`src/rtl/fft_mux_sequencer.sv`:
```
// Stage/cycle sequencer that drives the FFT datapath multiplexer selects.
// Optional per-lane masking is compiled in with `define FFT_LANE_MASK_EN.
module fft_mux_sequencer #(
    parameter int unsigned LOG2N = 5,
    parameter int unsigned LANES = 4
) (
    input  logic                           clk,
    input  logic                           rst_n,
    input  logic                           start,
    input  logic                           stall,
    input  logic                           abort,
`ifdef FFT_LANE_MASK_EN
    input  logic [LANES-1:0]               lane_en,
`endif
    output logic                           busy,
    output logic                           done,
    output logic [$clog2(LOG2N+2)-1:0]     stage_num,
    output logic [LOG2N:0]                 counter,
    output logic                           m0_s,
    output logic [2*LANES-1:0]             m1_s,
    output logic [LANES-1:0]               m2_s,
    output logic [1:0]                     m3_s
);

    localparam int unsigned CNT_W   = LOG2N + 1;
    localparam int unsigned STG_W   = $clog2(LOG2N + 2);
    localparam int unsigned OUT_STG = LOG2N + 1;

    localparam logic [CNT_W-1:0] CntMax  = '1;
    localparam logic [STG_W-1:0] StgOut  = STG_W'(OUT_STG);
    localparam logic [STG_W-1:0] StgLast = STG_W'(LOG2N);
    localparam logic [STG_W-1:0] StgOne  = STG_W'(1);

    typedef enum logic [1:0] {StIdle, StRun, StDone} state_e;

    state_e             state_q, state_d;
    logic [CNT_W-1:0]   cnt_q, cnt_d;
    logic [STG_W-1:0]   stg_q, stg_d;
    logic               m0_q, m0_d;
    logic [2*LANES-1:0] m1_q, m1_d;
    logic [LANES-1:0]   m2_q, m2_d;
    logic [1:0]         m3_q, m3_d;
    logic [LANES-1:0]   lane_mask;

`ifdef FFT_LANE_MASK_EN
    logic [LANES-1:0]   lane_en_q, lane_en_d;
    assign lane_mask = lane_en_d;
`else
    assign lane_mask = '1;
`endif

    always_comb begin
        state_d = state_q;
        cnt_d   = cnt_q;
        stg_d   = stg_q;
`ifdef FFT_LANE_MASK_EN
        lane_en_d = lane_en_q;
`endif
        unique case (state_q)
            StIdle: begin
                if (start && !abort) begin
                    state_d = StRun;
                    cnt_d   = '0;
                    stg_d   = '0;
`ifdef FFT_LANE_MASK_EN
                    lane_en_d = lane_en;
`endif
                end
            end
            StRun: begin
                if (abort) begin
                    state_d = StIdle;
                    cnt_d   = '0;
                    stg_d   = '0;
                end else if (!stall) begin
                    if (cnt_q == CntMax && stg_q == StgOut) begin
                        state_d = StDone;
                        cnt_d   = '0;
                        stg_d   = '0;
                    end else begin
                        cnt_d = cnt_q + 1'b1;
                        if (cnt_q == CntMax) stg_d = stg_q + 1'b1;
                    end
                end
            end
            StDone:  state_d = StIdle;
            default: state_d = StIdle;
        endcase
    end

    // Selects decode from next-state values so the registered outputs line up
    // with the registered counter/stage in the same cycle.
    always_comb begin
        m0_d = 1'b0;
        m1_d = '0;
        m2_d = '0;
        m3_d = 2'b00;
        if (state_d == StRun) begin
            if (stg_d == '0) begin
                m0_d = 1'b1;
            end else if (stg_d == StgOut) begin
                m3_d = 2'b11;
            end else if (stg_d <= StgLast) begin
                for (int k = 0; k < int'(LANES); k++) begin
                    if (lane_mask[k]) begin
                        if (cnt_d[CNT_W-1]) begin
                            m1_d[2*k +: 2] = 2'b01;
                            m2_d[k]        = 1'b1;
                        end else if (stg_d != StgOne) begin
                            m1_d[2*k +: 2] = 2'b10;
                        end
                    end
                end
            end
        end
    end

    always_ff @(posedge clk or negedge rst_n) begin
        if (!rst_n) begin
            state_q <= StIdle;
            cnt_q   <= '0;
            stg_q   <= '0;
            m0_q    <= 1'b0;
            m1_q    <= '0;
            m2_q    <= '0;
            m3_q    <= 2'b00;
        end else begin
            state_q <= state_d;
            cnt_q   <= cnt_d;
            stg_q   <= stg_d;
            m0_q    <= m0_d;
            m1_q    <= m1_d;
            m2_q    <= m2_d;
            m3_q    <= m3_d;
        end
    end

`ifdef FFT_LANE_MASK_EN
    always_ff @(posedge clk or negedge rst_n) begin
        if (!rst_n) lane_en_q <= '0;
        else        lane_en_q <= lane_en_d;
    end
`endif

    assign busy      = (state_q == StRun);
    assign done      = (state_q == StDone);
    assign stage_num = stg_q;
    assign counter   = cnt_q;
    assign m0_s      = m0_q;
    assign m1_s      = m1_q;
    assign m2_s      = m2_q;
    assign m3_s      = m3_q;

endmodule

```
`config.mk`:
```
export PLATFORM = sky130hd
export DESIGN_NAME = fft_mux_sequencer
export DESIGN_NICKNAME = d
export VERILOG_FILES = /design/src/rtl/fft_mux_sequencer.sv
export SDC_FILE = /design/constraint.sdc
export NUM_CORES = 1
export LEC_CHECK = 0
export BUFFER_PORTS_ARGS = -buffer_cell sky130_fd_sc_hd__clkbuf_2
export CAP_MARGIN = 25
export CORE_ASPECT_RATIO = 0.75
export CORE_MARGIN = 3
export CORE_UTILIZATION = 35
export CTS_BUF_LIST = sky130_fd_sc_hd__clkbuf_4 sky130_fd_sc_hd__clkbuf_8
export CTS_CLUSTER_SIZE = 14
export DETAILED_ROUTE_END_ITERATION = 8
export PLACE_DENSITY_LB_ADDON = 0.15
export RECOVER_POWER = 25
export SLEW_MARGIN = 15
export SYNTH_ARGS = -nofsm -noshare
export SYNTH_HDL_FRONTEND = slang
export SYNTH_SLANG_ARGS = --single-unit
```
`constraint.sdc`:
```
create_clock -name clk -period 4.85 [get_ports clk]
set_clock_uncertainty 0.2 [all_clocks]
set_input_delay 0.2425 -clock clk [delete_from_list [all_inputs] [get_ports clk]]
set_output_delay 0.2425 -clock clk [all_outputs]
set_load 0.1 [all_outputs]
```
==> results of run 1 <==
[per-layer routing]
layer	part of all wire [%]	vias up	GRT usage [%]
met3	5.5	4	4.835
met5	0	-	0
li1	-	403	-
met1	46	381	19.68
met4	1.8	0	8.108
met2	47	25	20.76
[synthesized netlist by cell type]
cell type  instances
o31ai_1            2
nand4_1            3
nor2b_1            4
a211oi_1           2
o22a_2             1
and4b_1            2
a2111oi_2          1
dfrtp_1           15
a32o_2             1
and2_1             1
buf_4             11
o21ai_1            1
a32o_1             1
nor3b_2            2
a31oi_1            1
o211ai_1           1
clkbuf_1           1
or2_2              1
o21ai_0           10
inv_1              3
o21bai_1           1
a311o_1            1
ha_1               3
and3_1             2
or3b_1             1
a21boi_0           1
a21bo_2            1
and2_4             1
and2_0             1
xor2_1             1
nor2_1             3
nand3_1            4
a21o_1             4
nand2_1            5
a21oi_1            5
buf_2              2
nor4b_1            1
[power by group]
group	internal [mW]	switching [mW]
Sequential	0.127	0.00282
Clock	0.0569	0.0438
Combinational	0.00818	0.0303
[registers in the layout (all words and copies together) (netlist names)]
| signal | cells |
|---|---|
| m2_s | 1 |
| m0_s | 1 |
| m1_s | 1 |
| m3_s | 1 |
| stage_num | 3 |
| state_q | 2 |
| counter | 6 |
[worst register-to-register path, stage by stage (launching register included)]
cell	delay [ns]
dfrtp_1	0.43
ha_1	0.26
and2_0	0.31
o211ai_1	0.15
a32o_2	0.34
a21o_1	0.22
a211oi_1	0.33
[stage by stage]
stage	hold slack, ns	util, %	power, mW	area (um^2)
after global routing	0.1936	45.24	0.2832	1112
final	0.1572	45.24	0.2695	1112
after detailed placement	-0.01070	43.00	0.1709	1057
after global placement	-0.01458	43.00	0.1704	1057
after floorplan	-0.2531	-	0.1601	960.9
after CTS	0.1424	45.29	0.2748	1114
[cell usage in the layout, fill, tap and decap left out, types with 2 or more instances in the layout]
| cell | instances |
|---|---|
| nand4_1 | 3 |
| a211oi_1 | 2 |
| o21ai_0 | 10 |
| nand2_1 | 5 |
| nor2b_1 | 4 |
| clkbuf_2 | 29 |
| o31ai_1 | 2 |
| nor2_1 | 3 |
| ha_1 | 3 |
| a21oi_1 | 5 |
| inv_1 | 3 |
| and4b_1 | 2 |
| and3_1 | 2 |
| a21o_1 | 4 |
| clkbuf_8 | 3 |
| dfrtp_1 | 15 |
| nor3b_2 | 2 |
| nand3_1 | 4 |
[worst min-delay path by stage]
| stage | startpoint | endpoint | slack [ns] | cells past startpoint |
|---|---|---|---|---|
| after CTS | abort | state_q[0] | 0.14 | 4 |
| after global routing | abort | state_q[0] | 0.19 | 4 |
| after detailed placement | rst_n | counter[4] | -0.01 | 1 |
| final | abort | state_q[0] | 0.16 | 4 |
| after global placement | rst_n | counter[4] | -0.01 | 1 |
| after floorplan | rst_n | counter[0] | -0.25 | 0 |
[area by class of cell]
class	count	area, um^2
inverter	3	11.26
clock inverter	1	5.005
clock buffer	3	41.29
timing repair buffer	31	158.9
sequential	15	375.4
fill	251	1346
multi-input combinational	69	478.0
tap	34	42.54
[cells by family (layout without fill, tap and decap cells)]
group / Yosys count / in the layout / synth area share (%)
AOI/OAI and AO/OA: 34 / 34 / 24.48
xor gates and xnor gates: 1 / 1 / 0.9116
adders and majority gates: 3 / 3 / 3.907
buffers and inverters: 17 / 38 / 11.20
DFF: 15 / 15 / 39.06
and+or+nand+nor: 31 / 31 / 20.44
==> run metrics, run 1 <==
outcome finished, final reports clean; CTS Sinks 15; Num CTS Buffers 3; FF-to-FF End m2_s[2]; crit path from counter[0]; hold buffer count at CTS 1; Post-Synthesis Cells 101; die span in y 51.38 um; CP max FO 7; worst reg2reg setup slack 2.49 ns; H-Tree Depth 1; Critical-path top delay cell dfrtp_1; Slew HR 43.78%; Ports 31; final WL 2169 um; deepest clock path buffer count 2; clock latency on the worst-skew pair between 0.2 and 0.3 ns; Die ar. 0.003417 mm^2; Root Buffer clkbuf_8; Total GRT Usage 14.75%; Mapped Nets approximately 110; Seq/Total Area, Yosys 39.06%; share of the synthesized area in the top cell type 39.06%; Via Count approximately 800; fin nets 131; CP endpoint kind register; drt via density 5.212; first-pass GRT wire length 3684 um; unrepaired setup endpoints after global routing false; register bit count reported by yosys 15; Synth Warn # 0; Buf/Inv on CP 0; Crit path largest cell delay 0.43 ns; Crit. path cell count 6; Inst Count DP between 150 and 200; Slew Viols, Final 0; Pre-antenna DRT Iters 4; FF-to-FF Start counter[0]; Area Growth Syn to Fin 15.76%; synth unique cells 37; crit start category register; share of cells above drive strength 1 between 30 and 40%; ANT nets after route 0; Critical path destination m2_s[2]; final std cells w/o fill 156; std cell rows 15; CP arrival 2.29 ns; Period Utilization, post-route 48.69%; Initial Util between 30 and 40%; cell taking the most area after synthesis dfrtp_1; Final HPWL DP 1643 um; dpl ws 2.516 ns; HP Class in -> reg; worst slew pin tran 0.8432 ns; min setup slack post-route approximately 2.5 ns; Core Footprint 0.002459 mm^2; family with the most delay on the worst path compound AO/OA/AOI/OAI gates; worst-case vdd ir drop 0.1142 mV; Fin Setup TNS 0 ns; vias in the first global route 769; post_cts resized 0; width of the die 66.51 um; Pwr Density 242.3 mW/mm^2; largest net degree at the start of global routing 16; WL/cell between 10 and 15 um; top cells by area, synth dfrtp_1 (39%), buf_4 (8.6%), o21ai_0 (5.2%); # setup viols final 0; CP cell instances ha_1 -> and2_0 -> o211ai_1 -> a32o_2 -> a21o_1 -> a211oi_1; Static Leak 0.5811 nW; Worst EP required approximately 4.8 ns; ant diodes 0; Tmin final 2.362 ns; global route total overflow 0; Max-cap violations 0; CTS tree yes; number of port buffers 30; crit path kind reg -> reg; Clk pin slew, worst setup/hold paths 0.06 ns; initial antenna violation count 0; Post-CTS Repair Setup Buffers 0; First DRT Iteration DRCs 34; final-report hold violation count 0; Synth Cell Area 960.9 um^2; Mean Syn Cell Area 9.514 um^2; path depth of the worst reg2reg path 6; Fmax achieved 423.4 MHz; Residual DRC 0; global placer's final weighted congestion a little over 0.8
Power figures use the tool's default switching activity.
==> inputs of run 2 (changes only) <==
Settings changed: ABC_AREA set to 1.
Clock period 4.85 ns to 2.43 ns, I/O delays scaled along.
==> run 2 against run 1 <==
Compared with the run above:
- routed wire length is 5.5% lower
- synthesized cell count is 23% higher
- sequential share of layout area is 0.78 points lower
- highest routed layer unchanged
==> run metrics, run 2 <==
unrepaired setup endpoints after global routing false; Post-Synthesis Cells 124 (+23%); Via Count 838 (+3.1%); dpl cell area 0.001089 mm^2 (+3.0%); fin nets 157 (+20%); cell area after layout 0.001146 mm^2 (+3.0%); path depth of the worst reg2reg path 10 (+4); final std cells w/o fill 182 (+17%); global placer's final weighted congestion 0.8689 (+7.5%); die span in y 51.73 um (+0.69%); width of the die 66.98 um (+0.71%); Num CTS Buffers 3 (unchanged); std cell rows 15 (unchanged); worst-case vdd ir drop 0.3045 mV (+170%); Int Pwr 0.4090 mW (+110%); First DRT Iteration DRCs 39 (+15%); share of cells above drive strength 1 35.81% (+2.2 points); hold_sp start; crit path kind reg -> reg; Core Footprint 0.002477 mm^2 (+0.76%); FF-to-FF Start counter[0]; Slew HR 42.85% (-0.94 points); Area Growth Syn to Fin 17.44%; HP Class in -> reg; Final Core Density 46.26% (+1.0 points); Synth top cells by count nand2_1 (25), inv_1 (16), dfrtp_1 (15), nor2_1 (13), buf_4 (11); Final HPWL DP 1657 um (+0.82%); final WL 2050 um (-5.5%); ant diodes 0 (unchanged); ANT nets after route 0 (unchanged); worst hold endpoint state_q[0]; dpl ws 0.6186 ns (-1.897 ns); outcome finished, final reports clean; FF-to-FF End m1_s[5]; asr flop ratio synth 100.0% (unchanged); Residual DRC 0 (unchanged); Synth Warn # 0 (unchanged); commonest non-fill, non-tap cell in the layout clkbuf_2; Synth Cell Area 975.9 um^2 (+1.6%); Slew Viols, Final 0 (unchanged); Worst EP required 2.37 ns (-2.41 ns); Max-cap violations 0 (unchanged); worst reg2reg setup slack 0.60 ns (-1.89 ns); crit start category register; Die ar. 0.003465 mm^2 (+1.4%); Seq/Total Area, Yosys 38.46% (-0.60 points); Clk pin slew, worst setup/hold paths 0.06 ns (about the same); most frequent cells in the layout clkbuf_2 (29), nand2_1 (25), inv_1 (16); number of port buffers 30 (unchanged); Inst Count DP 177 (+17%); Post-synth EDFFs 0 (unchanged); first-pass GRT wire length 3470 um (-5.8%); vias in the first global route 751 (-2.3%); Initial Util 39.39% (+0.31 points); # setup viols final 0 (unchanged); number of flip-flops in the largest register 6 (unchanged); hold depth 3 (-1); Period Utilization, post-route 75.47% (+27 points); Tmin final 1.834 ns (-0.5278 ns); Fmax achieved 545.3 MHz (+29%); power share of the clock group 35.2% (-2.2 points); Gate power share 21.0% (+6.7 points); WL/cell 11.26 um (-19%); Ports 31 (unchanged); Root Buffer clkbuf_8; CP endpoint kind register; CP max FO 5 (-2); worst slew pin tran 0.8573 ns (+0.01403 ns); Fin Setup TNS 0 ns (unchanged); H-Tree Depth 1 (unchanged); most frequent cell after synthesis nand2_1; Static Leak 0.6515 nW (+12%); cell taking the most area after synthesis dfrtp_1; Mapped Nets 132 (+21%); global route total overflow 0 (unchanged); drt via density 4.604 (-12%); deepest clock path buffer count 2 (unchanged); NetSw 0.1967 mW (+160%); CTS Sinks 15 (unchanged); Pwr Density 528.5 mW/mm^2 (+120%); Total GRT Usage 13.30% (-1.4 points); largest net degree at the start of global routing 16 (unchanged); most common flop cell mapped by yosys dfrtp_1; synth unique cells 22 (-41%); Pre-antenna DRT Iters 4 (unchanged); clock latency on the worst-skew pair 0.25 ns (about the same); top cells by area, synth dfrtp_1 (38%), nand2_1 (9.6%), buf_4 (8.5%); CTS tree yes; Mean Syn Cell Area 7.870 um^2 (-17%); final-report hold violation count 0 (unchanged); CP arrival 1.78 ns (-0.51 ns); Seq pwr share 43.7% (-4.6 points); min setup slack post-route 0.5961 ns (-1.892 ns); initial antenna violation count 0 (unchanged); Sw Share 32.48% (+3.9 points); share of the synthesized area in the top cell type 38.46% (-0.60 points); register bit count reported by yosys 15 (unchanged)
[run 2: logic make-up after synthesis]
family                     count (synthesis)  synth area share, %
adders and majority gates                  3                3.847
and+or+nand+nor                           64                33.33
buffers and inverters                     29                15.39
AOI/OAI and AO/OA                         12                8.077
xor gates and xnor gates                   1               0.8976
DFF                                       15                38.46
[run 2: per-layer routing]
layer,GRT usage (%),share of wire (%),up-vias,routed length [um]
met3,4.536,7.5,4,153
met2,19.24,40,25,827
li1,-,-,428,-
met4,3.030,1.0,0,21
met5,0,0,-,0
met1,18.96,51,381,1047
[run 2: worst max-delay path, cell delays in order, from the launching register on]
cell     delay, ns
dfrtp_2       0.39
ha_1          0.21
nand3_2       0.13
nor2_4        0.19
nand3_1       0.11
nand2_2       0.12
nor2_1        0.05
nor2_2        0.09
nand3_1       0.11
nand2_1       0.09
nor2_2        0.03
[run 2: how the worst max path moves through the flow]
stage	startpoint	endpoint
2_1_floorplan	stage_num[1]	m1_s[5]
3_3_place_gp	counter[0]	m1_s[5]
3_5_place_dp	counter[0]	m1_s[5]
4_1_cts	counter[0]	m1_s[5]
5_1_grt	counter[0]	m1_s[5]
6_report	counter[0]	m1_s[5]
[run 2: through the flow]
step	power (mW)	hold slack, ns
2_1_floorplan	0.3673	-0.3741
3_3_place_gp	0.3972	-0.1354
6_report	0.6057	0.03699
5_1_grt	0.6290	0.05922
4_1_cts	0.6127	0.03849
3_5_place_dp	0.3961	-0.1374
[run 2: layout make-up]
type	count	area, um^2
clock buffer	4	48.80
fill	271	1331
inverter	18	67.56
multi-input combinational	80	450.4
sequential	15	377.9
tap	34	42.54
timing repair buffer	31	158.9
[run 2: power groups by stage]
stage	registers [mW]	logic, mW	clock network [mW]
after CTS	0.265	0.128	0.220
after floorplan	0.312	0.0549	0
after global placement	0.269	0.128	0
after detailed placement	0.270	0.126	0
final	0.265	0.127	0.213
after global routing	0.266	0.137	0.226
[run 2: what timing repair did]
item	in CTS	in global routing
hold buffers	1	0
gates resized for setup	0	0
hold endpoints to repair	15	0
setup buffers	0	0
